`src/rtl/pll_phase_pkg.sv`:
```
// Shared types, select encodings and default timing for the PLL dynamic phase-step sequencer.
package pll_phase_pkg;

    typedef enum logic [2:0] {
        ST_IDLE  = 3'd0,
        ST_SETUP = 3'd1,
        ST_PULSE = 3'd2,
        ST_GAP   = 3'd3,
        ST_LOAD  = 3'd4,
        ST_DONE  = 3'd5
    } state_t;

    localparam logic [1:0] SEL_OUT0    = 2'b00;
    localparam logic [1:0] SEL_OUT2    = 2'b10;
    localparam logic [1:0] SEL_OUT3    = 2'b11;
    localparam logic [1:0] SEL_ILLEGAL = 2'b01;

    localparam int DEF_SETUP_CYC = 2;
    localparam int DEF_PULSE_CYC = 1;
    localparam int DEF_GAP_CYC   = 2;
    localparam int DEF_STEP_W    = 8;
    localparam int DEF_POS_W     = 8;

    localparam int NUM_OUTS = 3;

    // Position slot index (0,1,2) to the request select code of OUT0/OUT2/OUT3.
    function automatic logic [1:0] out_sel_code(input int idx);
        case (idx)
            0:       return SEL_OUT0;
            1:       return SEL_OUT2;
            default: return SEL_OUT3;
        endcase
    endfunction

endpackage

```
`src/rtl/pll_lock_sync.sv`:
```
// Two-flop synchroniser for the CCC lock signal; clears to "unlocked" on reset.
module pll_lock_sync (
    input  logic clk,
    input  logic rst_n,
    input  logic async_in,
    output logic sync_out
);

    logic meta_q;
    logic sync_q;

    always_ff @(posedge clk or negedge rst_n) begin
        if (!rst_n) begin
            meta_q <= 1'b0;
            sync_q <= 1'b0;
        end else begin
            meta_q <= async_in;
            sync_q <= meta_q;
        end
    end

    assign sync_out = sync_q;

endmodule

```
`src/rtl/pll_phase_step_ctrl.sv`:
```
// Turns one-shot phase-step requests into the PF_CCC dynamic phase-shift pin protocol.
// Define PLL_PHASE_POS_TRACK_EN to implement the POS0/POS2/POS3 position counters.
module pll_phase_step_ctrl
    import pll_phase_pkg::*;
#(
    parameter int SETUP_CYC = DEF_SETUP_CYC,
    parameter int PULSE_CYC = DEF_PULSE_CYC,
    parameter int GAP_CYC   = DEF_GAP_CYC,
    parameter int STEP_W    = DEF_STEP_W,
    parameter int POS_W     = DEF_POS_W
) (
    input  logic              CLK,
    input  logic              ARST_N,
    input  logic              PLL_LOCK,
    input  logic              REQ_VALID,
    output logic              REQ_READY,
    input  logic [1:0]        REQ_SEL,
    input  logic              REQ_DIR,
    input  logic [STEP_W-1:0] REQ_STEPS,
    output logic              RSP_VALID,
    output logic              RSP_ERR,
    output logic              BUSY,
    output logic              PHASE_OUT0_SEL,
    output logic              PHASE_OUT2_SEL,
    output logic              PHASE_OUT3_SEL,
    output logic              PHASE_DIRECTION,
    output logic              PHASE_ROTATE,
    output logic              LOAD_PHASE_N,
    output logic [POS_W-1:0]  POS0,
    output logic [POS_W-1:0]  POS2,
    output logic [POS_W-1:0]  POS3
);

    localparam int CYC_MAX_SP = (SETUP_CYC > PULSE_CYC) ? SETUP_CYC : PULSE_CYC;
    localparam int CYC_MAX    = (CYC_MAX_SP > GAP_CYC) ? CYC_MAX_SP : GAP_CYC;
    localparam int CNT_W      = (CYC_MAX > 1) ? $clog2(CYC_MAX) : 1;

    state_t            state_q, state_d;
    logic [CNT_W-1:0]  cnt_q, cnt_d;
    logic [STEP_W-1:0] done_q, done_d;
    logic [STEP_W-1:0] steps_q, steps_d;
    logic [1:0]        sel_q, sel_d;
    logic              dir_q, dir_d;
    logic              err_q, err_d;
    logic              lock_s;
    logic              req_ready;
    logic              sel_active;

    pll_lock_sync u_lock_sync (
        .clk      (CLK),
        .rst_n    (ARST_N),
        .async_in (PLL_LOCK),
        .sync_out (lock_s)
    );

    assign req_ready = (state_q == ST_IDLE) && lock_s;

    always_comb begin
        state_d = state_q;
        cnt_d   = cnt_q + CNT_W'(1);
        done_d  = done_q;
        steps_d = steps_q;
        sel_d   = sel_q;
        dir_d   = dir_q;
        err_d   = err_q;
        case (state_q)
            ST_IDLE: begin
                cnt_d = '0;
                if (REQ_VALID && req_ready) begin
                    sel_d   = REQ_SEL;
                    dir_d   = REQ_DIR;
                    steps_d = REQ_STEPS;
                    done_d  = '0;
                    err_d   = (REQ_SEL == SEL_ILLEGAL);
                    if (REQ_SEL == SEL_ILLEGAL || REQ_STEPS == '0) begin
                        state_d = ST_DONE;
                    end else begin
                        state_d = ST_SETUP;
                    end
                end
            end
            ST_SETUP: begin
                if (!lock_s) begin
                    err_d   = 1'b1;
                    state_d = ST_DONE;
                end else if (cnt_q == CNT_W'(SETUP_CYC - 1)) begin
                    cnt_d   = '0;
                    state_d = ST_PULSE;
                end
            end
            ST_PULSE: begin
                if (!lock_s) begin
                    err_d   = 1'b1;
                    state_d = ST_DONE;
                    // A pulse only counts if ROTATE was actually high for some cycle of it.
                    if (cnt_q != '0) begin
                        done_d = done_q + STEP_W'(1);
                    end
                end else if (cnt_q == CNT_W'(PULSE_CYC - 1)) begin
                    cnt_d   = '0;
                    done_d  = done_q + STEP_W'(1);
                    state_d = ST_GAP;
                end
            end
            ST_GAP: begin
                if (!lock_s) begin
                    err_d   = 1'b1;
                    state_d = ST_DONE;
                end else if (cnt_q == CNT_W'(GAP_CYC - 1)) begin
                    cnt_d   = '0;
                    state_d = (done_q < steps_q) ? ST_PULSE : ST_LOAD;
                end
            end
            ST_LOAD: state_d = ST_DONE;
            ST_DONE: state_d = ST_IDLE;
            default: state_d = ST_IDLE;
        endcase
    end

    always_ff @(posedge CLK or negedge ARST_N) begin
        if (!ARST_N) begin
            state_q <= ST_IDLE;
            cnt_q   <= '0;
            done_q  <= '0;
            steps_q <= '0;
            sel_q   <= '0;
            dir_q   <= 1'b0;
            err_q   <= 1'b0;
        end else begin
            state_q <= state_d;
            cnt_q   <= cnt_d;
            done_q  <= done_d;
            steps_q <= steps_d;
            sel_q   <= sel_d;
            dir_q   <= dir_d;
            err_q   <= err_d;
        end
    end

    // Select and direction are held from SETUP through LOAD so the PLL latches a stable target.
    assign sel_active      = (state_q == ST_SETUP) || (state_q == ST_PULSE) ||
                             (state_q == ST_GAP)   || (state_q == ST_LOAD);
    assign PHASE_OUT0_SEL  = sel_active && (sel_q == SEL_OUT0);
    assign PHASE_OUT2_SEL  = sel_active && (sel_q == SEL_OUT2);
    assign PHASE_OUT3_SEL  = sel_active && (sel_q == SEL_OUT3);
    assign PHASE_DIRECTION = sel_active && dir_q;
    assign PHASE_ROTATE    = (state_q == ST_PULSE) && lock_s;
    assign LOAD_PHASE_N    = (state_q != ST_LOAD);
    assign REQ_READY       = req_ready;
    assign RSP_VALID       = (state_q == ST_DONE);
    assign RSP_ERR         = (state_q == ST_DONE) && err_q;
    assign BUSY            = (state_q != ST_IDLE);

`ifdef PLL_PHASE_POS_TRACK_EN
    logic [POS_W-1:0] pos_vec [NUM_OUTS];
    logic [POS_W-1:0] done_pos;

    assign done_pos = POS_W'(done_q);

    genvar gi;
    generate
        for (gi = 0; gi < NUM_OUTS; gi++) begin : g_pos
            logic [POS_W-1:0] pos_q, pos_d;

            always_comb begin
                pos_d = pos_q;
                if (state_q == ST_DONE && sel_q == out_sel_code(gi)) begin
                    pos_d = dir_q ? (pos_q + done_pos) : (pos_q - done_pos);
                end
            end

            always_ff @(posedge CLK or negedge ARST_N) begin
                if (!ARST_N) begin
                    pos_q <= '0;
                end else begin
                    pos_q <= pos_d;
                end
            end

            assign pos_vec[gi] = pos_q;
        end
    endgenerate

    assign POS0 = pos_vec[0];
    assign POS2 = pos_vec[1];
    assign POS3 = pos_vec[2];
`else
    assign POS0 = '0;
    assign POS2 = '0;
    assign POS3 = '0;
`endif

endmodule
```
`config.mk`:
```
export PLATFORM = sky130hd
export DESIGN_NAME = pll_phase_step_ctrl
export DESIGN_NICKNAME = d
export VERILOG_FILES = /design/src/rtl/pll_phase_pkg.sv /design/src/rtl/pll_lock_sync.sv /design/src/rtl/pll_phase_step_ctrl.sv
export SDC_FILE = /design/constraint.sdc
export NUM_CORES = 1
export LEC_CHECK = 0
export CAP_MARGIN = 20
export CELL_PAD_IN_SITES_DETAIL_PLACEMENT = 1
export CELL_PAD_IN_SITES_GLOBAL_PLACEMENT = 2
export CORE_MARGIN = 2
export CORE_UTILIZATION = 27
export CTS_CLUSTER_SIZE = 10
export DETAILED_ROUTE_END_ITERATION = 10
export MAX_ROUTING_LAYER = met4
export PLACE_DENSITY_LB_ADDON = 0.1
export SLEW_MARGIN = 20
export SYNTH_ARGS = -nofsm -noshare
export SYNTH_HDL_FRONTEND = slang
export SYNTH_SLANG_ARGS = --single-unit
```
`constraint.sdc`:
```
create_clock -name CLK -period 1.5 [get_ports CLK]
set_input_delay 0.3 -clock CLK [delete_from_list [all_inputs] [get_ports CLK]]
set_output_delay 0.3 -clock CLK [all_outputs]
set_load 0.02 [all_outputs]
```
==> reports/results.ini <==
[status]
outcome=finished, violations left
violations=negative setup slack

[min_path]
hold_depth=0
hold_path.class=reg2reg

[logic_synthesis]
synth_warnings=0
yosysTopAreaCellShare=0.357
yosys_most_used_dff=dfrtp_1
synthArstFlopShare=1.00
avgSynthCellArea_sq_um=10.1
synth_edf_count=0
synth_area_sq_um=1820
ys_ff_latch=26
ys_types=46
synth_cells=180
synth.area.top_cells=dfrtp_1 36%, buf_4 11%, mux2_1 7.4%
synth_seq_area_share=0.357
synth_top_area_cell=dfrtp_1

[clocking]
ctsHtreeMaxLevel=1
cts_root_buf=clkbuf_8
ctsHoldBuffers=0
cts_buffers=3
cts_tree=done
clock-sinks=26
clk_latency_ns=0.28
clock_path_buffers=2
clkTransAtPathRegs_ns=0.10

[critical_path]
critPathBufInv=2
cp_top_family=flip-flops
reg2regPathDepth=5
worstSetupStartpointType=flip-flop
crit_arrival_ns=1.45
critical_path_class=reg2out
required_ns=1.20
slowest_delay_ns=0.46
cp_slowest_cell=dfrtp_2
path_cells=buf_4, or3b_4, buf_2
end_kind=output pin
critPathMaxFanout=4
path_depth=3

[pwr]
power_mw=4.09
p_leak_nw=1.15
p_per_area_nw_per_um2=1620
ir_drop_v=0.000644

[timing]
rsz0062_at_grt=true
hold_viol_final=0
setup_tns_ns=-5.59
final-setup-viol-count=32
final_max_slew_viol_count=0
fin_hold_ws_ns=0.370
fmax_mhz=572
period_minus_slack_ns=1.75
fin_crit_sh=1.16
fin_skew_ns=0.00254
setup_ws_ns=-0.247

[route]
remaining_drc_errors=0
drtAntennaViolNets=0
wl_per_cell_microns=15.2
vias=1458
viasPerCell=4.63
wirelength_microns=4780
first_pass_iters=4
drtIter0Drc=46

[floorplan]
die_w_microns=86.1
design.core.area_sq_um=6420
die_height_microns=86.1
floorplan.die_area_sq_um=7420
row_count=29
pin_count=49
start_util=0.283

[final_layout]
layout.nets=262
drive_above_1_share=0.357
diodes=0
fin_util=0.395
layout_commonest_cell=buf_4
area_growth_pct=39.2
mostFrequentLayoutCells=41 x buf_4, 24 x conb_1, 24 x dfrtp_1

[placed_design]
dpl.hpwl_microns=3690
place_congestion=0.802
place_ws_ns=-0.360
portBuffers=24

[global_route]
grt_util_all_layers=0.136
grt_first_pass_wirelength_microns=7830
grt_max_degree=27
overflow=0
grt_pass1_vias=1592
antenna_found_initial=0

[flow_run]
cap_violations=0

-- metrics by stage --
stage,std cells,instance area (sq um)
6_report,315,2530
5_1_grt,315,2530
4_1_cts,313,2440
3_5_place_dp,306,2330
3_3_place_gp,306,2330
2_1_floorplan,203,1970
-- cell type report --
cell class / count / area (sq um)
clock buffer: 3 / 41.3
clock inverter: 1 / 30.0
fill: 729 / 3890
inverter: 11 / 41.3
multi-input combinational: 134 / 1130
sequential: 26 / 653
tap: 77 / 96.3
timing repair buffer: 63 / 541
-- cells by family after synthesis --
kind of cell	count (synthesis)	share of synthesized area
compound gates	31	0.146
fa+ha+maj	8	0.0550
buf+inv	43	0.151
flops	26	0.357
mux	20	0.118
other cells	1	0.00206
simple gates	51	0.170
-- state kept, by name, summed over array words and instances, names as in the netlist --
signal	count
done_q	8
steps_q	8
state_q	3
sel_q	2
cnt_q	1
dir_q	1
err_q	1
u_lock_sync.meta_q	1
u_lock_sync.sync_out	1
-- power by group --
| group | switching, mW | internal, mW |
|---|---|---|
| logic | 1.14 | 1.17 |
| registers | 0.234 | 0.941 |
| clock network | 0.250 | 0.358 |
-- layer usage --
layer	routed length [microns]	track usage	vias up
li1	-	-	706
met5	0	-	-
met2	2460	0.240	33
met4	23	0.0346	0
met1	2110	0.166	717
met3	182	0.0144	2
-- final timing paths --
check	to	slack, ns	startpoint
max in group asynchronous	state_q[1]	0.81	ARST_N
min in group asynchronous	steps_q[5]	0.41	ARST_N
max reg2reg	done_q[0]	-0.23	state_q[1]
min	u_lock_sync.sync_out	0.37	u_lock_sync.meta_q
max	LOAD_PHASE_N	-0.25	state_q[1]
min reg2reg	u_lock_sync.sync_out	0.37	u_lock_sync.meta_q
-- cells in the mapped netlist, types with 3 or more instances --
library cell and instances:
ha_1 8, mux2_1 12, inv_1 10, nand2_1 14, a211oi_1 6, a21oi_1 5, nand2b_1 6, a2111oi_2 5
clkbuf_1 3, mux2i_1 8, buf_4 26, dfrtp_1 26, nor2_1 4, nand4_1 3
-- what timing repair did --
item,4_1_cts,5_1_grt
setup endpoints to repair,32,32
setup buffers,3,3
pin swaps,3,9
resized for setup,57,14
hold endpoints to repair,0,0
No activity file was read; power rests on OpenSTA's default activity.
